--- src/rtl/rf_pkg.sv ---
// Shared definitions for the ND-120 register-file / IDB access controller:
// default geometry, controller state encoding and register index names.
package rf_pkg;

  localparam int RF_DATA_W = 16;
  localparam int RF_LEVELS = 16;
  localparam int RF_REGS   = 8;
  localparam int RF_ADDR_W = 7;
  localparam int RF_DEPTH  = RF_LEVELS * RF_REGS;

  typedef enum logic [1:0] {
    ST_CLEAR   = 2'b00,
    ST_IDLE    = 2'b01,
    ST_WSTROBE = 2'b10
  } rf_state_e;

  // Register order within one program level.
  typedef enum logic [2:0] {
    REG_P   = 3'd0,
    REG_X   = 3'd1,
    REG_T   = 3'd2,
    REG_A   = 3'd3,
    REG_D   = 3'd4,
    REG_L   = 3'd5,
    REG_STS = 3'd6,
    REG_B   = 3'd7
  } rf_reg_e;

  // Flat word address: program level selects the upper bits.
  function automatic logic [RF_ADDR_W-1:0] rf_addr(input logic [3:0] pil,
                                                   input logic [2:0] rfa);
    return {pil, rfa};
  endfunction

endpackage

--- src/rtl/rf_idb_ctl_storage.sv ---
// Register-file word array: synchronous single write port, asynchronous read.
module rf_storage #(
  parameter int DATA_W = 16,
  parameter int ADDR_W = 7
) (
  input  logic              clk,
  input  logic              we,
  input  logic [ADDR_W-1:0] waddr,
  input  logic [DATA_W-1:0] wdata,
  input  logic [ADDR_W-1:0] raddr,
  output logic [DATA_W-1:0] rdata
);

  logic [DATA_W-1:0] mem [2**ADDR_W];

  // NOTE: the array itself has no reset; the controller's CLEAR sweep zeroes
  // it one word per cycle, which keeps this mappable onto plain RAM.
  always_ff @(posedge clk) begin
    if (we) mem[waddr] <= wdata;
  end

  assign rdata = mem[raddr];

endmodule

--- src/rtl/rf_idb_ctl.sv ---
// Register-file access controller: IDB read sequencing with write-buffer
// bypass, two-cycle buffered writes and a post-reset clearing sweep.
module rf_idb_ctl
  import rf_pkg::*;
#(
  parameter int DATA_W = RF_DATA_W,
  parameter int LEVELS = RF_LEVELS,
  parameter int REGS   = RF_REGS
) (
  input  logic                       CK,
  input  logic                       RESET,
  input  logic                       RRF_n,
  input  logic                       ERF_n,
  input  logic                       WRTRF,
  input  logic [$clog2(LEVELS)-1:0]  PIL,
  input  logic [$clog2(REGS)-1:0]    RFA,
  input  logic [DATA_W-1:0]          IDB_IN,
  output logic [DATA_W-1:0]          IDB_OUT,
  output logic                       IDB_OE,
  output logic                       BUSY,
  output logic                       WR_DONE
);

  localparam int ADDR_W = $clog2(LEVELS) + $clog2(REGS);
  localparam logic [ADDR_W-1:0] LAST_ADDR = ADDR_W'(LEVELS * REGS - 1);

  rf_state_e         state;
  logic [ADDR_W-1:0] clr_cnt;
  logic              wb_valid;
  logic [ADDR_W-1:0] wb_addr;
  logic [DATA_W-1:0] wb_data;

  logic [ADDR_W-1:0] addr;
  logic              rd_req;
  logic              wr_accept;
  logic              bypass_hit;
  logic [DATA_W-1:0] store_rdata;
  logic [DATA_W-1:0] rd_val;

  logic              store_we;
  logic [ADDR_W-1:0] store_waddr;
  logic [DATA_W-1:0] store_wdata;

  assign addr       = {PIL, RFA};
  assign rd_req     = !RRF_n && !ERF_n;
  assign wr_accept  = (state == ST_IDLE) && !ERF_n && WRTRF && !BUSY;
  assign bypass_hit = wb_valid && (wb_addr == addr);

  // NOTE: every always_comb output gets a default first so no path leaves
  // it unassigned, which would otherwise infer a latch.
  always_comb begin
    rd_val = store_rdata;
    if (state == ST_CLEAR) rd_val = '0;
    else if (bypass_hit)   rd_val = wb_data;
  end

  // Sweep and commit share the single write port; RESET blocks a commit
  // that would otherwise land in the same cycle.
  always_comb begin
    store_we    = 1'b0;
    store_waddr = wb_addr;
    store_wdata = wb_data;
    if (!RESET) begin
      if (state == ST_CLEAR) begin
        store_we    = 1'b1;
        store_waddr = clr_cnt;
        store_wdata = '0;
      end else if (state == ST_WSTROBE && wb_valid) begin
        store_we    = 1'b1;
      end
    end
  end

  rf_storage #(
    .DATA_W(DATA_W),
    .ADDR_W(ADDR_W)
  ) u_storage (
    .clk  (CK),
    .we   (store_we),
    .waddr(store_waddr),
    .wdata(store_wdata),
    .raddr(addr),
    .rdata(store_rdata)
  );

  // NOTE: sequential state uses non-blocking assignments only, so every
  // register here samples the pre-edge values regardless of statement order.
  always_ff @(posedge CK) begin
    if (RESET) begin
      state    <= ST_CLEAR;
      clr_cnt  <= '0;
      wb_valid <= 1'b0;
      wb_addr  <= '0;
      wb_data  <= '0;
      BUSY     <= 1'b1;
      WR_DONE  <= 1'b0;
      IDB_OE   <= 1'b0;
      IDB_OUT  <= '0;
    end else begin
      IDB_OE  <= rd_req;
      if (rd_req) IDB_OUT <= rd_val;
      WR_DONE <= 1'b0;

      case (state)
        ST_CLEAR: begin
          clr_cnt <= clr_cnt + 1'b1;
          if (clr_cnt == LAST_ADDR) begin
            state <= ST_IDLE;
            BUSY  <= 1'b0;
          end
        end
        ST_IDLE: begin
          if (wr_accept) begin
            wb_addr  <= addr;
            wb_data  <= IDB_IN;
            wb_valid <= 1'b1;
            state    <= ST_WSTROBE;
            BUSY     <= 1'b1;
            WR_DONE  <= 1'b1;
          end
        end
        ST_WSTROBE: begin
          wb_valid <= 1'b0;
          state    <= ST_IDLE;
          BUSY     <= 1'b0;
        end
        default: begin
          state    <= ST_CLEAR;
          clr_cnt  <= '0;
          wb_valid <= 1'b0;
          BUSY     <= 1'b1;
        end
      endcase
    end
  end

endmodule

--- config.mk ---
export PLATFORM = sky130hd
export DESIGN_NAME = rf_idb_ctl
export DESIGN_NICKNAME = d
export VERILOG_FILES = /design/src/rtl/rf_pkg.sv /design/src/rtl/rf_idb_ctl_storage.sv /design/src/rtl/rf_idb_ctl.sv
export SDC_FILE = /design/constraint.sdc
export NUM_CORES = 2
export LEC_CHECK = 0
export CORE_UTILIZATION = 64
export CTS_BUF_LIST = sky130_fd_sc_hd__clkbuf_4
export DETAILED_ROUTE_END_ITERATION = 6
export GPL_TIMING_DRIVEN = 0
export HOLD_SLACK_MARGIN = 0.02
export PLACE_DENSITY = 0.8
export SKIP_CTS_REPAIR_TIMING = 1
export SLEW_MARGIN = 20
export SYNTH_ARGS = -nofsm -noshare
export SYNTH_HDL_FRONTEND = slang
export SYNTH_HIERARCHICAL = 1
export SYNTH_SLANG_ARGS = --single-unit
--- constraint.sdc ---
create_clock -name CK -period 13.4 [get_ports CK]
set_clock_uncertainty 0.2 [all_clocks]
set_input_delay 2.68 -clock CK [delete_from_list [all_inputs] [get_ports CK]]
set_output_delay 2.68 -clock CK [all_outputs]
set_load 0.05 [all_outputs]
==> results.sh <==
export IMPL_track_usage_pct=33.1
export IMPL_n_fill_cell=6575
export IMPL_insertion_delay_ps=1360
export IMPL_clk_pin_slew_ps=60
export IMPL_max_slew_margin_rel_pct=16.1
export IMPL_ys_flop_type="edfxtp_1"
export IMPL_drt_wl_total_um=205000
export IMPL_synth_nets=3403
export IMPL_antenna_found_initial=19
export IMPL_ys_ff_latch=2100
export IMPL_routed_top_layer="met5"
export IMPL_slew_violations=0
export IMPL_syn_to_final_growth_pct=13.7
export IMPL_dp_slack_ps=5670
export IMPL_ant_nets=0
export IMPL_setup_slack_ps=6790
export IMPL_drt_pass1_iterations=6
export IMPL_rsz0062_at_grt="no"
export IMPL_setup_violations=0
export IMPL_setup_worst_path_end_class="flop"
export IMPL_core_area_sq_um=124000
export IMPL_synth_seq_area_share_pct=77.6
export IMPL_final_nets=4103
export IMPL_placed_cells=5173
export IMPL_synth_top_cell_by_area="edfxtp_1"
export IMPL_period_share_pct=49.4
export IMPL_grt_first_pass_wirelength_um=290000
export IMPL_drt_iter0_drc=6426
export IMPL_synth_top_area_share_pct=76.3
export IMPL_grt_max_degree=77
export IMPL_syn_inst=3370
export IMPL_final_setup_tns_ps=0
export IMPL_drc_errors=0
export IMPL_fin_area_sq_um=91600
export IMPL_critPathMaxFanout=16
export IMPL_synth_async_sr_flop_share_pct=0
export IMPL_cts_tree="yes"
export IMPL_status="completed"
export IMPL_chipWidth_um=357
export IMPL_ys_warn_count=6
export IMPL_hpwl_um=137000
export IMPL_tightest_slew_ps=1260
export IMPL_min_period_ps=6610
export IMPL_cts_root_buf="clkbuf_4"
export IMPL_start_util_pct=64.9
export IMPL_ioPinCount=47
export IMPL_ys_top_cells_by_area="edfxtp_1, mux4_2, dfxtp_1, nor2_1, clkbuf_1"
export IMPL_final_cells=6033
export IMPL_port_buffers=45
export IMPL_timing_fmax_ghz=0.151
export IMPL_cts_max_level=6
export IMPL_routedWlPerCell_um=33.9
export IMPL_path_class="input port to flop"
export IMPL_ff_latch_area_sq_um=62500
export IMPL_totalPowerFinal_w=0.0127
export IMPL_placed_area_sq_um=85300
export IMPL_wl_met3_um=28400
export IMPL_hp_class="flop to flop"
export IMPL_overflow=0
export IMPL_gp_congestion=0.961
export IMPL_grt_pass1_vias=41943
export IMPL_maxCapViolCount=0
export IMPL_setup_worst_path_start_class="input port"
export IMPL_wl_met2_um=97700
export IMPL_ir_worst_vdd_mv=0.101
export IMPL_worstPathArrival_ps=7310
export IMPL_numCtsBuffers=532
export IMPL_layout_drive_gt1_share_pct=41.1
export IMPL_die_h_um=357
export IMPL_dieArea_sq_um=127000
export IMPL_p_leak_nw=29.3
export IMPL_power_density_nw_per_um2=139
export IMPL_vias=41030
export IMPL_multi_input_comb_area_sq_um=17700
export IMPL_rows=129
export IMPL_syn_area_sq_um=80600
export IMPL_viasPerCell=6.80
export IMPL_wl_met1_um=69200
export IMPL_synth_edf_count=2048
export IMPL_hold_violations=0
export IMPL_syn_avg_cell_area_sq_um=23.9
export IMPL_synth_distinct_cells=36
export IMPL_cts_buffer_depth=4
export IMPL_numClockSinks=2100
export IMPL_required_ps=14100
final cells by class:
cell class | count | area share, %
multi-input cells | 1082 | 19.3
flip-flops and latches | 2100 | 68.3
repair buffers | 166 | 2.46
plain buffers | 186 | 0.879
clock buffers | 732 | 6.00
well taps | 1637 | 2.24
diodes | 7 | 0.0191
inverters | 2 | 0.00819
clock inverters | 121 | 0.845
worst max-delay path, stage by stage:
cell	delay [ps]
clkbuf_1	410
nand2b_1	330
clkbuf_1	580
mux2_2	380
clkbuf_1	360
nor2b_1	300
nand3_1	540
clkbuf_2	750
nor2_2	950
cells in the mapped netlist (2+ instances only):
cell	number
nand4_1	20
nor3_1	11
buf_4	2
nor2b_1	8
mux4_2	672
and2_1	18
inv_1	2
buf_1	30
xnor2_1	5
or3_1	2
mux2_2	23
edfxtp_1	2048
o211ai_1	16
a21oi_1	30
nand2b_1	4
nand2_1	99
nor2_1	135
nand3_1	12
dfxtp_1	52
xor2_1	5
o21ai_0	5
clkbuf_1	99
ha_1	5
o21a_1	2
buf_2	54
path summary, 6_finish.rpt:
kind / to / slack [ps] / from / depth (start not counted)
setup reg to reg: u_storage/mem[27][3] / 7760 / state[0] / 11
setup / recovery: u_storage/mem[27][3] / 6790 / RESET / 9
hold reg to reg: wb_data[3] / 290 / wb_data[3] / 2
hold / removal: wb_data[3] / 290 / wb_data[3] / 2
through the flow:
stage	hold slack [ps]	util (%)
final	294	73.7
after global routing	311	73.7
after CTS	286	73.7
after detailed placement	280	68.7
after global placement	267	66.9
after floorplan	245	-
cells by family (layout without fill, tap and decap cells):
logic type	count (synthesis)	after routing	synth area share [%]
AOI/OAI and AO/OA	55	55	0.402
xor gates and xnor gates	10	10	0.109
adders and majority gates	5	5	0.0776
buffers and inverters	188	1207	0.978
DFF	2100	2100	77.6
muxes	695	695	19.1
other	0	7	0
and+or+nand+nor	317	317	1.75
routing by layer:
metal	global-route usage (%)	up-vias
li1	-	16178
met3	10.7	498
met4	15.3	12
met1	44.4	21065
met2	50.4	3277
met5	0	-
cell usage in the layout, fill, tap and decap left out, drive strengths merged, types with 13 or more instances in the layout:
cell           count
a21oi             30
and2              18
buf              206
clkbuf           833
clkdlybuf4s50     45
clkinv            98
dfxtp             52
edfxtp          2048
inv               13
mux2              23
mux4             672
nand2             99
nand4             20
nor2             135
o211ai            16
state kept, by name (all words and copies together) (netlist names):
signal         cells
BUSY               1
IDB_OE             1
IDB_OUT           16
WR_DONE            1
clr_cnt            7
state              2
u_storage/mem   2048
wb_addr            7
wb_data           16
wb_valid           1
where the power goes:
group          switching [W]  internal, W
Sequential        0.00000834      0.00711
Clock                0.00243      0.00272
Combinational       0.000267     0.000159
No activity file was read; power rests on OpenSTA's default activity.
